`src/rtl/dma_axi_write_master_if.sv`:
```
// AXI4 write-channel bundle (AW, W, B) between the DMA write engine and memory.
// Latency: none, wires only.
// Backpressure: carried by awready, wready and bvalid/bready inside the bundle.
// Ports: master drives AW/W and bready; slave drives awready, wready, bresp, bvalid.
interface dma_axi_write_master_if #(
  parameter int ADDR_WIDTH = 32,
  parameter int DATA_WIDTH = 32
);
  localparam int BYTES = DATA_WIDTH / 8;

  logic [ADDR_WIDTH-1:0] awaddr;
  logic [7:0]            awlen;
  logic [2:0]            awsize;
  logic [1:0]            awburst;
  logic                  awvalid;
  logic                  awready;

  logic [DATA_WIDTH-1:0] wdata;
  logic [BYTES-1:0]      wstrb;
  logic                  wlast;
  logic                  wvalid;
  logic                  wready;

  logic [1:0]            bresp;
  logic                  bvalid;
  logic                  bready;

  modport master (
    output awaddr, awlen, awsize, awburst, awvalid,
    input  awready,
    output wdata, wstrb, wlast, wvalid,
    input  wready,
    input  bresp, bvalid,
    output bready
  );

  modport slave (
    input  awaddr, awlen, awsize, awburst, awvalid,
    output awready,
    input  wdata, wstrb, wlast, wvalid,
    output wready,
    output bresp, bvalid,
    input  bready
  );
endinterface

```
`src/rtl/dma_axi_write_master.sv`:
```
// DMA write engine: drains the DMA FIFO into memory as AXI4 INCR bursts split at MAX_BURST and 4 KB.
// Latency: awvalid 1 cycle after start; first beat 2 cycles after the AW handshake; done 1 cycle after the last B.
// Backpressure: one burst in flight; FIFO reads stall while wvalid && !wready or the FIFO is empty.
// Ports: clk/rst_n; start, dst_addr, xfer_len in; busy, done, error out;
//        fifo_ren out, fifo_empty/fifo_data in (data registered, valid the cycle after fifo_ren);
//        axi: AW/W/B channels of the memory write port.
module dma_axi_write_master #(
  parameter int ADDR_WIDTH = 32,
  parameter int DATA_WIDTH = 32,
  parameter int LEN_WIDTH  = 16,
  parameter int MAX_BURST  = 16
) (
  input  logic                  clk,
  input  logic                  rst_n,
  input  logic                  start,
  input  logic [ADDR_WIDTH-1:0] dst_addr,
  input  logic [LEN_WIDTH-1:0]  xfer_len,
  output logic                  busy,
  output logic                  done,
  output logic                  error,
  output logic                  fifo_ren,
  input  logic                  fifo_empty,
  input  logic [DATA_WIDTH-1:0] fifo_data,
  dma_axi_write_master_if.master axi
);

  localparam int BYTES = DATA_WIDTH / 8;
  localparam int SIZE  = $clog2(BYTES);
  // Wide enough for both the remaining length and the beats left before 4 KB.
  localparam int CW    = (LEN_WIDTH > 13) ? LEN_WIDTH : 13;
  localparam logic [ADDR_WIDTH-1:0] ALIGN_MASK = {ADDR_WIDTH{1'b1}} << SIZE;

  typedef enum logic [2:0] {
    S_IDLE,
    S_AW,
    S_W,
    S_B,
    S_DONE
  } state_t;

  state_t                state, state_nxt;
  logic [ADDR_WIDTH-1:0] addr;
  logic [LEN_WIDTH-1:0]  rem;
  logic [8:0]            fetch_left;
  logic [8:0]            send_left;
  logic                  wvalid_q;
  logic                  error_q;

  logic [12:0]           to_4k_bytes;
  logic [CW-1:0]         to_4k;
  logic [CW-1:0]         beats_w;
  logic [8:0]            beats;

  logic                  aw_hs;
  logic                  w_hs;
  logic                  wlast_i;
  logic                  b_hs;
  logic                  b_err;
  logic                  last_burst;
  logic                  ren_i;

  // Burst length: min(remaining, MAX_BURST, beats left in this 4 KB page).
  // Only addr/rem feed it, and they change only at start and at the B handshake.
  always_comb begin
    to_4k_bytes = 13'h1000 - {1'b0, addr[11:0]};
    to_4k       = CW'(to_4k_bytes >> SIZE);
    beats_w     = CW'(rem);
    if (CW'(MAX_BURST) < beats_w) beats_w = CW'(MAX_BURST);
    if (to_4k < beats_w)          beats_w = to_4k;
  end

  assign beats      = 9'(beats_w);
  assign aw_hs      = (state == S_AW) && axi.awready;
  assign w_hs       = wvalid_q && axi.wready;
  assign wlast_i    = wvalid_q && (send_left == 9'd1);
  assign b_hs       = (state == S_B) && axi.bvalid;
  assign b_err      = axi.bresp != 2'b00;
  assign last_burst = CW'(rem) == CW'(beats);
  // Never read while a beat is stalled, so the registered fifo_data stays put.
  assign ren_i      = (state == S_W) && !fifo_empty && (fetch_left != '0) &&
                      (!wvalid_q || axi.wready);

  // State register
  always_ff @(posedge clk or negedge rst_n) begin
    if (!rst_n) state <= S_IDLE;
    else        state <= state_nxt;
  end

  // Next-state logic
  always_comb begin
    state_nxt = state;
    case (state)
      S_IDLE: if (start) state_nxt = (xfer_len == '0) ? S_DONE : S_AW;
      S_AW:   if (axi.awready) state_nxt = S_W;
      S_W:    if (w_hs && wlast_i) state_nxt = S_B;
      S_B:    if (axi.bvalid) state_nxt = (b_err || last_burst) ? S_DONE : S_AW;
      S_DONE: state_nxt = S_IDLE;
      default: state_nxt = S_IDLE;
    endcase
  end

  // Outputs
  always_comb begin
    busy        = state != S_IDLE;
    done        = state == S_DONE;
    axi.awvalid = state == S_AW;
    // Held at 0 outside AW so the bus reads clean while idle.
    axi.awlen   = (state == S_AW) ? 8'(beats - 9'd1) : 8'd0;
    axi.bready  = state == S_B;
    fifo_ren    = ren_i;
  end

  assign error       = error_q;
  assign axi.awaddr  = addr;
  assign axi.awsize  = 3'(SIZE);
  assign axi.awburst = 2'b01;
  assign axi.wdata   = fifo_data;
  assign axi.wstrb   = '1;
  assign axi.wvalid  = wvalid_q;
  assign axi.wlast   = wlast_i;

  // Transfer bookkeeping and beat counters
  always_ff @(posedge clk or negedge rst_n) begin
    if (!rst_n) begin
      addr       <= '0;
      rem        <= '0;
      fetch_left <= '0;
      send_left  <= '0;
      wvalid_q   <= 1'b0;
      error_q    <= 1'b0;
    end else begin
      if ((state == S_IDLE) && start) begin
        addr    <= dst_addr & ALIGN_MASK;
        rem     <= xfer_len;
        error_q <= 1'b0;
      end

      if (aw_hs) begin
        fetch_left <= beats;
        send_left  <= beats;
      end

      if (ren_i)     fetch_left <= fetch_left - 9'd1;
      if (w_hs)      send_left  <= send_left - 9'd1;

      // A fresh read refills the beat; otherwise an accepted beat empties it.
      if (ren_i)             wvalid_q <= 1'b1;
      else if (axi.wready)   wvalid_q <= 1'b0;

      if (b_hs) begin
        if (b_err) begin
          error_q <= 1'b1;
        end else begin
          addr <= addr + (ADDR_WIDTH'(beats) << SIZE);
          rem  <= rem - LEN_WIDTH'(beats);
        end
      end
    end
  end

endmodule

```
`src/flat_wrapper.sv`:
```
// flat-port wrapper written by rule: the top's interface ports become plain ports
module dma_axi_write_master_flat 
#(
  parameter int ADDR_WIDTH = 32,
  parameter int DATA_WIDTH = 32,
  parameter int LEN_WIDTH  = 16,
  parameter int MAX_BURST  = 16
)
  (clk, rst_n, start, dst_addr, xfer_len, busy, done, error, fifo_ren, fifo_empty, fifo_data, axi_awaddr, axi_awlen, axi_awsize, axi_awburst, axi_awvalid, axi_awready, axi_wdata, axi_wstrb, axi_wlast, axi_wvalid, axi_wready, axi_bresp, axi_bvalid, axi_bready);
  dma_axi_write_master_if #(.ADDR_WIDTH(ADDR_WIDTH), .DATA_WIDTH(DATA_WIDTH)) axi_i ();
  input  logic clk;
  input  logic rst_n;
  input  logic start;
  input  logic [ADDR_WIDTH-1:0] dst_addr;
  input  logic [LEN_WIDTH-1:0] xfer_len;
  output logic busy;
  output logic done;
  output logic error;
  output logic fifo_ren;
  input  logic fifo_empty;
  input  logic [DATA_WIDTH-1:0] fifo_data;
  output wire logic [$bits(axi_i.awaddr)-1:0] axi_awaddr;
  output wire logic [$bits(axi_i.awlen)-1:0] axi_awlen;
  output wire logic [$bits(axi_i.awsize)-1:0] axi_awsize;
  output wire logic [$bits(axi_i.awburst)-1:0] axi_awburst;
  output wire logic [$bits(axi_i.awvalid)-1:0] axi_awvalid;
  input wire logic [$bits(axi_i.awready)-1:0] axi_awready;
  output wire logic [$bits(axi_i.wdata)-1:0] axi_wdata;
  output wire logic [$bits(axi_i.wstrb)-1:0] axi_wstrb;
  output wire logic [$bits(axi_i.wlast)-1:0] axi_wlast;
  output wire logic [$bits(axi_i.wvalid)-1:0] axi_wvalid;
  input wire logic [$bits(axi_i.wready)-1:0] axi_wready;
  input wire logic [$bits(axi_i.bresp)-1:0] axi_bresp;
  input wire logic [$bits(axi_i.bvalid)-1:0] axi_bvalid;
  output wire logic [$bits(axi_i.bready)-1:0] axi_bready;
  assign axi_awaddr = axi_i.awaddr;
  assign axi_awlen = axi_i.awlen;
  assign axi_awsize = axi_i.awsize;
  assign axi_awburst = axi_i.awburst;
  assign axi_awvalid = axi_i.awvalid;
  assign axi_i.awready = axi_awready;
  assign axi_wdata = axi_i.wdata;
  assign axi_wstrb = axi_i.wstrb;
  assign axi_wlast = axi_i.wlast;
  assign axi_wvalid = axi_i.wvalid;
  assign axi_i.wready = axi_wready;
  assign axi_i.bresp = axi_bresp;
  assign axi_i.bvalid = axi_bvalid;
  assign axi_bready = axi_i.bready;
  dma_axi_write_master #(.ADDR_WIDTH(ADDR_WIDTH), .DATA_WIDTH(DATA_WIDTH), .LEN_WIDTH(LEN_WIDTH), .MAX_BURST(MAX_BURST)) u_core (.clk(clk), .rst_n(rst_n), .start(start), .dst_addr(dst_addr), .xfer_len(xfer_len), .busy(busy), .done(done), .error(error), .fifo_ren(fifo_ren), .fifo_empty(fifo_empty), .fifo_data(fifo_data), .axi(axi_i));
endmodule
```
`config.mk`:
```
export PLATFORM = sky130hd
export DESIGN_NAME = dma_axi_write_master_flat
export DESIGN_NICKNAME = d
export VERILOG_FILES = /design/src/rtl/dma_axi_write_master_if.sv /design/src/rtl/dma_axi_write_master.sv /design/src/flat_wrapper.sv
export SDC_FILE = /design/constraint.sdc
export NUM_CORES = 1
export LEC_CHECK = 0
export CAP_MARGIN = 40
export CORE_ASPECT_RATIO = 1.5
export CORE_MARGIN = 4
export CORE_UTILIZATION = 40
export CTS_CLUSTER_DIAMETER = 50
export DETAILED_ROUTE_END_ITERATION = 6
export GPL_TIMING_DRIVEN = 0
export PLACE_DENSITY_LB_ADDON = 0.15
export RECOVER_POWER = 100
export SYNTH_ARGS = -nofsm -noshare
export SYNTH_HDL_FRONTEND = slang
export SYNTH_SLANG_ARGS = --single-unit
```
`constraint.sdc`:
```
create_clock -name clk -period 8.45 [get_ports clk]
set_input_delay 2.535 -clock clk [delete_from_list [all_inputs] [get_ports clk]]
set_output_delay 2.535 -clock clk [all_outputs]
set_load 0.005 [all_outputs]
```
==> run_results.csv <==
group,metric,value,unit
drt,vias_per_cell,5.77,
sta,finalCriticalPeriod,8.10,ns
yosys,yosys_warnings,0,
layout,stdcell_area,7940,um^2
sta,finalClockSkew,0.00800,ns
drt,wirelength,21800,um
sta,setup_viol,0,
sta,worst_pin_slew,2.20,ns
yosys,synth_cells,730,
cts,cts_made_buffers,9,
yosys,synth_ff_type,"dfrtp_1",
placed_design,portBuffers,134,
floorplanning,ios,178,
worst_setup_path,startpoint_type,"flip-flop",
yosys,yosysUniqueCellTypes,80,
floorplanning,die_area,16800,um^2
layout,seqCellArea,1780,um^2
floorplanning,dieWidth,107,um
cts,clk_pin_slew_worst_paths,0.07,ns
floorplanning,core,14500,um^2
run_status,violations,"max-capacitance violations, max-slew violations",
placed_design,placed_area,7570,um^2
worst_setup_path,crit_fanout,7,
yosys,ys_seq_area_frac,0.300,
pwr,ir_drop,0.173,mV
drt,drtPass1Iterations,7,
yosys,async_flop_share,1.00,
sta,post-route-period-util,0.959,
layout,multiInputGateArea,3650,um^2
sta,relSlewSlack,-0.464,
worst_setup_path,critPathArrivalTime,5.57,ns
run,drv_cap,2,
sta,setup_tns,0,ns
yosys,syn-cell-area,5920,um^2
placed_design,post-place-ws,-0.214,ns
cts,clock_path_buffers,2,
cts,clk_latency,0.35,ns
sta,slew_violations,74,
floorplanning,placementRows,54,
sta,hold_violations,0,
run_status,outcome,"complete, but fails checks",
yosys,syn_avg_cell_area,8.11,um^2
sta,fmax,0.123,GHz
cts,ctsHoldBuffers,0,
yosys,synth_edf_count,0,
worst_setup_path,crit_type,"flip-flop to output pin",
drt,ant_nets,0,
cts,cts-root-buf,"clkbuf_16",
layout,layout_commonest_cell,"dlygate4sd3_1",
floorplanning,die_h,157,um
drt,remaining_drc_errors,0,
layout,final_core_util,0.547,
drt,wl_per_cell,19.9,um
worst_setup_path,cp-end-kind,"output pin",
layout,layout-drive-gt1-share,0.118,
sta,rsz0062_at_grt,"false",
global_routing,grt_pass1_vias,6391,
worst_hold_path,hold_class,"flip-flop to flip-flop",
drt,drt_iter0_markers,444,
cts,cts_tree,"built",
global_routing,track_usage,0.257,
sta,fin_ws,0.350,ns
drt,num_vias,6305,
yosys,ys_ff_latch,71,
global_routing,antenna_found_initial,0,
worst_setup_path,worstPathRequired,5.92,ns
global_routing,grt-ovfl-total,0,
placed_design,place_hpwl,17000,um
cts,cts-htree-levels,3,
layout,area_delta_synth_final,34.2,%
layout,layout_common_cells,"dlygate4sd3_1, nand2_1, dfrtp_1, nor2_1, clkdlybuf4s50_1",
pwr,power_density,403,nW/um^2
global_routing,grt_pass1_wl,33700,um
placed_design,gp_congestion,0.928,
global_routing,grt_max_degree,39,
layout,fillers,1446,
cts,cts_sinks,71,
floorplanning,start_util,0.407,
layout,final_nets,1005,
layout,antennaDiodeCount,0,
pwr,leakage,3.30,nW
cell families after synthesis:
family | after synthesis | synth area share
simple gates | 290 | 0.247
compound gates | 200 | 0.236
buf+inv | 101 | 0.0985
flops | 71 | 0.300
fa+ha+maj | 31 | 0.0630
xor+xnor | 27 | 0.0400
mux | 8 | 0.0142
other cells | 2 | 0.00127
final cells by class:
| type | instances | area share |
|---|---|---|
| Timing Repair Buffer | 138 | 0.171 |
| Sequential cell | 71 | 0.224 |
| Clock inverter | 7 | 0.0132 |
| Buffer | 71 | 0.0589 |
| Inverter | 29 | 0.0137 |
| Multi-Input combinational cell | 571 | 0.460 |
| Clock buffer | 9 | 0.0284 |
| Tap cell | 196 | 0.0309 |
routing by layer:
metal / track usage / share of wire / vias up
met5: 0 / 0 / -
met2: 0.469 / 0.52 / 269
met3: 0.0406 / 0.056 / 56
met1: 0.292 / 0.39 / 3015
met4: 0.112 / 0.038 / 0
li1: - / - / 2965
flip-flops by register name, indices dropped and copies added (netlist names):
register and flops:
u_core.axi.awaddr 32, u_core.axi.wvalid 1, u_core.error 1, u_core.fetch_left 9, u_core.rem 16, u_core.send_left 9
u_core.state 3
where the power goes:
group | internal (mW) | switching, mW | total, mW
sequential | 0.498 | 0.187 | 0.685
clock | 0.263 | 0.167 | 0.430
combinational | 0.876 | 1.21 | 2.08
cell usage after synthesis, types with 4 or more instances:
master    instances  area [um^2]
o221ai_1         10         87.6
o22ai_1           9         56.3
nor4_1            7         43.8
buf_4            41          308
ha_1             25          313
or3_1            15         93.8
nand4_1           8         50.1
nand2_1          79          297
a211oi_1         22          165
xor2_1            7         61.3
and2_1           11         68.8
nor2_1           64          240
and3_1           20          125
a21o_1            5         37.5
o311ai_0          5         43.8
a31oi_1           9         56.3
or3_2             4         30.0
inv_1            28          105
clkbuf_1         21         78.8
o211ai_1         13         97.6
dfrtp_1          71         1780
or4_1            12         90.1
a311oi_1          5         43.8
a21oi_1          32          160
mux2i_1           5         50.1
o21ai_0          38          190
o21a_1            8         60.1
nand3_1          23          115
nor2b_1           5         31.3
xnor2_1          20          175
or2_2             7         43.8
maj3_1            6         60.1
nor3_1           17         85.1
metrics by stage:
step,power [mW],hold slack [ns],cells
finish,3.20,0.484,1092
global route,3.44,0.523,1092
CTS,3.25,0.497,1092
detailed placement,2.79,0.482,1075
global placement,2.76,0.471,1073
floorplan,2.04,0.465,743
path summary, 6_finish.rpt:
path / from / to / slack (ns) / cells after the start
setup / recovery: u_core.axi.awaddr[3] / axi_awlen[7] / 0.35 / 21
hold / removal: u_core.error / u_core.error / 0.48 / 2
setup reg to reg: u_core.axi.awaddr[3] / u_core.axi.awaddr[21] / 1.68 / 24
hold reg to reg: u_core.error / u_core.error / 0.48 / 2
max in group asynchronous: rst_n / u_core.rem[13] / 2.83 / 2
min in group asynchronous: rst_n / u_core.axi.awaddr[3] / 2.76 / 1
worst max-delay path, stage by stage (launching register included):
cell and delay [ns]:
dfrtp_1 0.37, buf_2 0.17, or4_1 0.53, clkbuf_1 0.19, nor3_4 0.25, nand2b_1 0.11, or2_2 0.32, nor3_2 0.17
nor2_1 0.07, ha_1 0.34, nand3_2 0.16, a211oi_2 0.30, a21boi_4 0.25, nor2_2 0.07, mux2_2 0.37, inv_2 0.14
nand3_1 0.16, or3_4 0.39, nor3_2 0.18, xnor2_1 0.09, nor2_1 0.08, clkdlybuf4s50_1 0.52
timing repair:
action | in CTS | in global routing
setup buffers | 1 | 1
pin swaps | 2 | 1
gates resized for setup | 8 | 11
setup endpoints to repair | 4 | 4
Note: power is estimated with default switching activity, not from simulation.
